[config.mk]
export PLATFORM = sky130hd
export DESIGN_NAME = pipeline_hazard_ctrl
export DESIGN_NICKNAME = d
export VERILOG_FILES = /design/src/rtl/pipeline_hazard_ctrl.sv
export SDC_FILE = /design/constraint.sdc
export NUM_CORES = 1
export LEC_CHECK = 0
export CELL_PAD_IN_SITES_DETAIL_PLACEMENT = 1
export CELL_PAD_IN_SITES_GLOBAL_PLACEMENT = 2
export CORE_AREA = 5 5 73 75
export CTS_CLUSTER_DIAMETER = 200
export DETAILED_ROUTE_END_ITERATION = 8
export DIE_AREA = 0 0 78 80
export PLACE_DENSITY_LB_ADDON = 0.1
export REMOVE_ABC_BUFFERS = 1
export SLEW_MARGIN = 20
export SYNTH_ARGS = -nofsm -noshare
export SYNTH_HDL_FRONTEND = slang
export SYNTH_SLANG_ARGS = --single-unit
[constraint.sdc]
create_clock -name clk -period 5 [get_ports clk]
set_clock_uncertainty 0.2 [all_clocks]
set_input_delay 1 -clock clk [delete_from_list [all_inputs] [get_ports clk]]
set_output_delay 1 -clock clk [all_outputs]
set_load 0.1 [all_outputs]
[src/rtl/pipeline_hazard_ctrl.sv]
// Pipeline hazard controller: EX-stage operand forwarding, load-use stall,
// branch flush and a multi-cycle ALU wait FSM with a sticky timeout.
// Optional feature macro: HAZ_PERF_CNT_EN adds saturating stall/flush
// performance counters (StallCnt, FlushCnt).
module pipeline_hazard_ctrl #(
  parameter int MD_TIMEOUT = 64
) (
  input  logic       clk,
  input  logic       rst,
  input  logic [4:0] Rs1D,
  input  logic [4:0] Rs2D,
  input  logic [4:0] Rs1E,
  input  logic [4:0] Rs2E,
  input  logic [4:0] RdE,
  input  logic [4:0] RdM,
  input  logic [4:0] RdW,
  input  logic       RegWriteM,
  input  logic       RegWriteW,
  input  logic [1:0] ResultSrcE,
  input  logic       PCSrcE,
  input  logic       MdStartE,
  input  logic       MdDoneE,
  output logic [1:0] ForwardAE,
  output logic [1:0] ForwardBE,
  output logic       StallF,
  output logic       StallD,
  output logic       StallE,
  output logic       FlushD,
  output logic       FlushE,
  output logic       BubbleM,
  output logic       MdBusy,
  output logic       MdTimeout
`ifdef HAZ_PERF_CNT_EN
  ,
  output logic [31:0] StallCnt,
  output logic [31:0] FlushCnt
`endif
);

  localparam int CW = $clog2(MD_TIMEOUT + 1);

  typedef enum logic {RUN = 1'b0, MD_WAIT = 1'b1} state_e;

  state_e         state_q, state_d;
  logic [CW-1:0]  cnt_q, cnt_d;
  logic           to_q, to_d;
  logic           load_use;
  logic           md_hold;
  logic           cnt_last;

  // Operand forwarding: Memory stage wins over Writeback, x0 never forwards.
  always_comb begin
    ForwardAE = 2'b00;
    ForwardBE = 2'b00;
    if (RegWriteM && RdM != 5'd0 && RdM == Rs1E)      ForwardAE = 2'b10;
    else if (RegWriteW && RdW != 5'd0 && RdW == Rs1E) ForwardAE = 2'b01;
    if (RegWriteM && RdM != 5'd0 && RdM == Rs2E)      ForwardBE = 2'b10;
    else if (RegWriteW && RdW != 5'd0 && RdW == Rs2E) ForwardBE = 2'b01;
  end

  assign load_use = (ResultSrcE == 2'b01) && (RdE != 5'd0) &&
                    ((RdE == Rs1D) || (RdE == Rs2D));
  assign cnt_last = (cnt_q == CW'(MD_TIMEOUT - 1));
  // A multi-cycle op that is not yet finished holds the front of the pipe,
  // including its issue cycle in RUN, so the op stays parked in Execute.
  assign md_hold  = (state_q == RUN) ? (MdStartE && !MdDoneE) : !MdDoneE;

  // Next state, wait counter and timeout flag.
  always_comb begin
    state_d = state_q;
    cnt_d   = cnt_q;
    to_d    = to_q;
    case (state_q)
      RUN: begin
        cnt_d = '0;
        if (MdStartE && !MdDoneE) state_d = MD_WAIT;
      end
      MD_WAIT: begin
        if (MdDoneE) begin
          state_d = RUN;
        end else if (cnt_last) begin
          state_d = RUN;
          to_d    = 1'b1;
        end else begin
          cnt_d = cnt_q + CW'(1);
        end
      end
      default: state_d = RUN;
    endcase
  end

  // Stall/flush/bubble outputs; reset gates them combinationally so they
  // drop the moment rst falls, independent of the clock.
  always_comb begin
    StallF  = 1'b0;
    StallD  = 1'b0;
    StallE  = 1'b0;
    FlushD  = 1'b0;
    FlushE  = 1'b0;
    BubbleM = 1'b0;
    if (rst) begin
      if (md_hold) begin
        StallF  = 1'b1;
        StallD  = 1'b1;
        StallE  = 1'b1;
        BubbleM = 1'b1;
      end else if (state_q == RUN && PCSrcE) begin
        FlushD = 1'b1;
        FlushE = 1'b1;
      end else if (state_q == RUN && load_use) begin
        StallF = 1'b1;
        StallD = 1'b1;
        FlushE = 1'b1;
      end
    end
  end

  assign MdBusy    = (state_q == MD_WAIT);
  assign MdTimeout = to_q;

  // FSM state, wait counter and sticky timeout registers.
  always_ff @(posedge clk or negedge rst) begin
    if (!rst) begin
      state_q <= RUN;
      cnt_q   <= '0;
      to_q    <= 1'b0;
    end else begin
      state_q <= state_d;
      cnt_q   <= cnt_d;
      to_q    <= to_d;
    end
  end

`ifdef HAZ_PERF_CNT_EN
  logic [31:0] stall_cnt_q, flush_cnt_q;

  // Saturating performance counters for stall and flush cycles.
  always_ff @(posedge clk or negedge rst) begin
    if (!rst) begin
      stall_cnt_q <= '0;
      flush_cnt_q <= '0;
    end else begin
      if (StallF && stall_cnt_q != 32'hFFFF_FFFF)
        stall_cnt_q <= stall_cnt_q + 32'd1;
      if ((FlushD || FlushE) && flush_cnt_q != 32'hFFFF_FFFF)
        flush_cnt_q <= flush_cnt_q + 32'd1;
    end
  end

  assign StallCnt = stall_cnt_q;
  assign FlushCnt = flush_cnt_q;
`endif

endmodule

After elaboration in Yosys (flattened, before gate mapping)
Cells that the tools add are included.
Operators by class
  reductions and logical operators: 18
  add/subtract/negate cells: 1
  eq/ne operators: 10
  mux-type cells: 24
  bitwise gates (word level): 2
Operators by type and width (count)
  $eq 5x5->1: 6
  $mux 1: 18
  $reduce_bool 5->1: 3
  $mux 7: 2
  $pmux 7 s2: 1
  $logic_and 1x1->1: 11
  $add 7x1->7 const B: 1
  $eq 7x6->1 const B: 1
  $mux 2: 2
  $ne 2x2->1 const B: 2
  $reduce_and 3->1: 1
  $eq 2x1->1 const B: 1
  $not 1->1: 2
  $pmux 1 s2: 1
  $reduce_and 2->1: 1
  $logic_not 1->1: 1
  $logic_or 1x1->1: 1
Storage, ports and cells
  output and inout bits: 12
  logic and storage cells: 58
  bits in registers: 9

Depth between registers and ports, before layout
Gate-level depths: netlist of the first run.
  depth in word-level cells: 8
  gate-level depth with buffers: 5
  mapped depth without buffers: 5

Worst setup path before layout of the first run
Ideal clock, no wire load.
  path kind: in2out
  from: in RdM[4]
  to: out ForwardAE[0]
  path slack: -1635 ps
  stages: 4
  data arrival time: 5435 ps
  data required time: 3800 ps
  cells stage by stage: xnor2_1 nand3_1 nor4_1 nor4_2
On the way
  word-level cells in the longest chain between the ends: 4
  elaborated cells between the ends (all ways): 5
  those cells by class: eq/ne (1); mux (1); reduce/logical (3)
Ends and longest elaborated chain
  from (decl): RTL line 15  | input logic [4:0] RdM,
  $reduce_bool 5->1: RTL line 55  | if (RegWriteM && RdM != 5'd0 && RdM == Rs1E) ForwardAE = 2'b10;
  $logic_and 1x1->1: RTL line 55
  $logic_and 1x1->1 *: RTL line 55
  $mux 2 *: RTL line 55
  to (decl): RTL line 23  | output logic [1:0] ForwardAE,
Every way passes the cells marked *; elsewhere a longest branch is shown, timed or not.

Worst setup path after layout of the first run
  from: in RdM[1]
  to: out ForwardAE[0]
The elaborated chain is that of the path after synthesis.

==> impl_metrics.csv, run 1 <==
group,metric,value,unit
outcome,status,"finished, final reports clean",
die,num_io_pins,56,
route,highest_layer,"met4",
worst_setup_path,worstPathRequired,3.80,ns
layout,final_util,0.331,
worst_setup_path,slowest_stage,"or4_4",
timing,finalSetupViolations,0,
clock_tree,hold_buffers,0,
clock_tree,root_buffer,"clkbuf_8",
logic_synthesis,syn_inst,100,
layout,finalNetCount,204,
clock_tree,clock_sinks,9,
layout,layout-drive-gt1-share,0.120,
route,wl_met1,1.45,mm
global_routing,grt_pass1_wl,5.32,mm
worst_setup_path,slowest_delay,0.56,ns
timing,rsz0062_at_grt,"false",
placed_design,gp_congestion,0.755,
timing,tightest_slew,0.967,ns
die,die_h,80,um
logic_synthesis,yosysTopAreaCellShare,0.257,
clock_tree,numCtsBuffers,3,
clock_tree,cts_resized,0,
power,ir_drop,94.8,uV
route,drt-pass1-iter-count,4,
clock_tree,postCtsSetupBuffers,0,
route,viasPerCell,4.48,
global_routing,grt_max_degree,12,
timing,fmax,243,MHz
placed_design,place_inst,208,
die,die_area,6240,um^2
die,initial_core_util,0.191,
route,drt-total-wl,3.36,mm
clock_tree,worstSkewPairLatency,0.23,ns
worst_setup_path,crit_fanout,3,
layout,final_common_cell,"clkdlybuf4s50_1",
layout,areaGrowthSynthToFinish,73.3,%
worst_setup_path,worst_setup_path_end_kind,"output pin",
placed_design,dp_slack,0.884,ns
timing,slew_violations,0,
placed_design,dp_hpwl,2.84,mm
route,drc,0,
route,ant_nets,0,
logic_synthesis,synth-seq-area-share,0.257,
logic_synthesis,synthTopCellsByArea,"dfrtp_1 (26%), xor2_1 (25%), xnor2_1 (8.0%)",
logic_synthesis,synth.avg_cell_area,8.77,um^2
logic_synthesis,synth_flop_cell,"dfrtp_1",
route,wl_met3,227,um
die,core,4600,um^2
layout,fin_cells,212,
timing,timing.final.hold_violations,0,
min_path,hold_path_class,"register to register",
worst_setup_path,critPathKind,"primary input to output pin",
worst_setup_path,cp.buffers_inverters,2,
timing,fin_ws,0.878,ns
worst_setup_path,crit_family,"simple AND/OR/NAND/NOR gates",
layout,num_antenna_cells,0,
route,vias,950,
clock_tree,path_clk_slew,0.04,ns
placed_design,port_buffers,55,
clock_tree,cts_tree,"done",
timing,period_share,0.824,
timing,relSlewSlack,0.354,
logic_synthesis,synth.cell_area,877,um^2
job,max-cap-violations,0,
worst_setup_path,cp-start-kind,"primary input",
logic_synthesis,synth_edf_count,0,
clock_tree,htreeDepth,1,
die,die_w,78,um
power,power_density,182,nW/um^2
global_routing,antenna_found_initial,0,
route,met2RoutedLength,1.65,mm
worst_setup_path,worstPathArrival,2.92,ns
layout,final_cell_mix,"clkdlybuf4s50_1 (45), xor2_1 (25), buf_4 (10)",
route,drt_iter0_drc,10,
die,row_count,25,
global_routing,grt_usage,0.106,
logic_synthesis,yosysTopAreaCell,"dfrtp_1",
logic_synthesis,yosysWarnings,0,
global_routing,gr-total-overflow,0,
clock_tree,clockBufferDepth,2,
timing,period_minus_slack,4.12,ns
logic_synthesis,ys_types,32,
worst_setup_path,path_cells,"clkdlybuf4s50_1 > or4_4 > o21ai_2 > nor4_1 > nor4_2 > buf_12",
global_routing,grt_pass1_vias,1033,
route,wl_per_cell,15.8,um
logic_synthesis,async_reset_ff_frac,1.00,
logic_synthesis,synth_seq_cells,9,
power,p_leak,0.000615,uW
==> cell families after synthesis <==
kind of cell,Yosys count,synth area share
and+or+nand+nor,35,0.233
adders and majority gates,1,0.0143
AOI/OAI and AO/OA,15,0.121
xor gates and xnor gates,33,0.330
muxes,1,0.0114
DFF,9,0.257
buffers and inverters,6,0.0342
==> metal layers <==
| metal | up-vias | global-route usage |
|---|---|---|
| li1 | 471 | - |
| met1 | 445 | 0.131 |
| met2 | 32 | 0.173 |
| met3 | 2 | 0.0350 |
| met4 | 0 | 0.0304 |
| met5 | - | 0 |
==> final cells by class <==
type / instances / area [um^2]
fillers: 535 / 3080
multi-input cells: 85 / 622
repair buffers: 56 / 546
flip-flops and latches: 9 / 225
well taps: 54 / 67.6
clock buffers: 4 / 45.0
inverters: 4 / 15.0
==> synthesized netlist by cell type, types with 2 or more instances <==
cell type  number
nor4_2          2
buf_4           2
nand3_1         5
or4_1           4
nor2b_1         2
o41ai_1         2
nor2_1          9
nand2_1         4
a21oi_1         3
inv_1           4
xor2_1         25
nor3_1          2
dfrtp_1         9
xnor2_1         8
nor4_1          2
==> power by group <==
group | internal, uW | switching (uW)
Sequential | 74.6 | 1.94
Clock | 55.6 | 29.2
Combinational | 52.2 | 62.5
==> sequential cells by signal, indices dropped and copies added (netlist names) <==
| signal | cells |
|---|---|
| MdTimeout | 1 |
| cnt_q | 7 |
| MdBusy | 1 |
==> stage by stage <==
step | setup TNS (ns) | total power (uW) | hold WS (ns) | cell area, um^2
4_1_cts | 0 | 282 | 0.270 | 1520
5_1_grt | 0 | 291 | 0.292 | 1520
2_1_floorplan | -12.29 | 133 | 0.247 | 862
3_5_place_dp | 0 | 193 | 0.259 | 1480
3_3_place_gp | 0 | 192 | 0.251 | 1480
6_report | 0 | 276 | 0.267 | 1520
==> final timing paths <==
| check | slack (ns) | startpoint | endpoint | cells past startpoint |
|---|---|---|---|---|
| worst min-delay path | 0.27 | MdTimeout | MdTimeout | 1 |
| worst max register to register | 3.04 | cnt_q[0] | cnt_q[5] | 5 |
| max in group asynchronous | 3.59 | rst | MdTimeout | 2 |
| worst min register to register | 0.27 | MdTimeout | MdTimeout | 1 |
| min in group asynchronous | 0.86 | rst | cnt_q[0] | 2 |
| worst max-delay path | 0.88 | RdM[1] | ForwardAE[0] | 6 |
Note: power is estimated with default switching activity, not from simulation.
==> inputs of run 2 (changes only) <==
CORE_AREA = 5 5 78 80   (was 5 5 73 75)
DIE_AREA = 0 0 83 85   (was 0 0 78 80)
clock period = 3.5 ns   (was 5 ns; I/O delays follow)
==> run 2 against run 1 <==
Net effect: cell count is 14% higher; clock power rose by 39%; hold slack improved by 0.012 ns; sequential cell count unchanged; register-to-register slack lost 1.5 ns; routed wire length rose by 2.4%; utilization down 0.17 points; critical path depth unchanged; combinational power increased by 63%; via count increased by 3.3%; die area grew 13%.
==> impl_metrics.csv, run 2 (synthesis gave the netlist of run 1 again) <==
group,metric,value,unit
layout,num_antenna_cells,0,
power,switching_power,136,uW
job,max-cap-violations,0,
power,power_frac_comb,0.451,
min_path,hold_path_class,"register to register",
worst_setup_path,cp-start-kind,"primary input",
outcome,status,"finished, final reports clean",
timing,holdWs,0.279,ns
power,switching_share,0.327,
route,viasPerCell,4.07,
layout,fillers,654,
route,drt-total-wl,3.44,mm
timing,timing.final.hold_violations,0,
global_routing,grt_max_degree,11,
timing,period_minus_slack,3.44,ns
power,ir_drop,150,uV
clock_tree,root_buffer,"clkbuf_8",
worst_setup_path,r2r_end,"cnt_q[5]",
die,die_area,7060,um^2
power,intPower,279,uW
layout,areaGrowthSynthToFinish,100,%
route,drt-pass1-iter-count,4,
layout,final_common_cell,"clkdlybuf4s50_1",
layout,largest_reg_flops,7,
timing,slew_violations,0,
worst_setup_path,r2r_slack,1.53,ns
route,vias,981,
clock_tree,path_clk_slew,0.04,ns
clock_tree,cts_resized,0,
placed_design,dp_hpwl,3.00,mm
die,initial_core_util,0.164,
timing,tightest_slew,0.598,ns
global_routing,grt_usage,0.0948,
worst_setup_path,crit_start,"RdM[1]",
timing,finalSetupViolations,0,
layout,regMostFlops,"cnt_q",
min_path,holdPathStages,1,
layout,final_util,0.329,
clock_tree,clockBufferDepth,2,
worst_setup_path,worstPathArrival,2.54,ns
clock_tree,worstSkewPairLatency,0.23,ns
die,die_h,85,um
clock_tree,hold_buffers,0,
layout,regArea,225,um^2
timing,period_share,0.984,
clock_tree,clock_sinks,9,
timing,fmax,290,MHz
route,ant_nets,0,
power,power_density,236,nW/um^2
route,wl_per_cell,14.3,um
worst_setup_path,critPathKind,"primary input to output pin",
placed_design,dp_slack,0.0404,ns
layout,finalNetCount,215,
timing,relSlewSlack,0.597,
worst_setup_path,critPathCapture,"ForwardBE[0]",
worst_setup_path,worstRegToRegCells,5,
die,row_count,27,
timing,rsz0062_at_grt,"true",
die,die_w,83,um
global_routing,grt_pass1_vias,1066,
route,drt_iter0_drc,6,
die,num_io_pins,56,
layout,multi_input_area,639,um^2
clock_tree,postCtsSetupBuffers,0,
power,p_leak,0.000722,uW
worst_setup_path,worst_setup_path_end_kind,"output pin",
power,total_power,414,uW
worst_setup_path,r2r_start,"cnt_q[0]",
placed_design,gp_congestion,0.754,
timing,fin_ws,0.0563,ns
global_routing,antenna_found_initial,0,
power,clock_power_share,0.285,
placed_design,port_buffers,55,
clock_tree,cts_tree,"done",
worst_setup_path,crit_fanout,2,
global_routing,gr-total-overflow,0,
global_routing,grt_pass1_wl,5.53,mm
route,drc,0,
power,power_frac_seq,0.264,
worst_setup_path,worstPathRequired,2.60,ns
clock_tree,htreeDepth,1,
layout,layout-drive-gt1-share,0.201,
layout,final_cell_mix,"clkdlybuf4s50_1 (41), xor2_1 (25), buf_4 (14)",
die,core,5340,um^2
clock_tree,numCtsBuffers,3,
run 2: cell count changes in the layout (fill, tap and decap cells not counted), sizes merged:
cell,previous run,this run
dlymetal6s2s,0,2
buf,11,24
clkdlybuf4s50,45,41
run 2: worst min-delay path by stage:
stage | startpoint | to
after floorplan | rst | MdBusy
after global placement | MdTimeout | MdTimeout
after detailed placement | MdTimeout | MdTimeout
after CTS | MdTimeout | MdTimeout
after global routing | MdTimeout | MdTimeout
final | MdTimeout | MdTimeout
run 2: area by class of cell:
cell class              count  share of cell area
clock buffers               4              0.0257
multi-input cells          85               0.364
repair buffers             67               0.422
flip-flops and latches      9               0.128
inverters                   4             0.00855
well taps                  72              0.0513
run 2: per-stage QoR:
step,instances,TNS [ns],instance area [um^2]
CTS,241,0,1730
detailed placement,237,0,1690
global placement,237,0,1690
floorplan,98,-18.59,862
finish,241,0,1760
global route,241,-0.0180,1760
run 2: critical path: stages:
cell	delay [ns]
clkdlybuf4s50_1	0.43
or4_4	0.55
o21ai_2	0.16
nor4_1	0.10
nor4_2	0.38
buf_12	0.22
run 2: layer usage:
layer  share of wire  vias up  global-route usage
met5               0        -                   0
met1            0.43      461               0.115
li1                -      494                   -
met3           0.044        0              0.0291
met2            0.52       26               0.169
met4               0        0              0.0134
run 2: power by group through the flow:
stage	clock network [uW]	registers, uW	logic, uW
3_3_place_gp	0	111	184
2_1_floorplan	0	116	74.5
5_1_grt	131	110	199
3_5_place_dp	0	111	185
6_report	118	109	187
4_1_cts	124	109	186
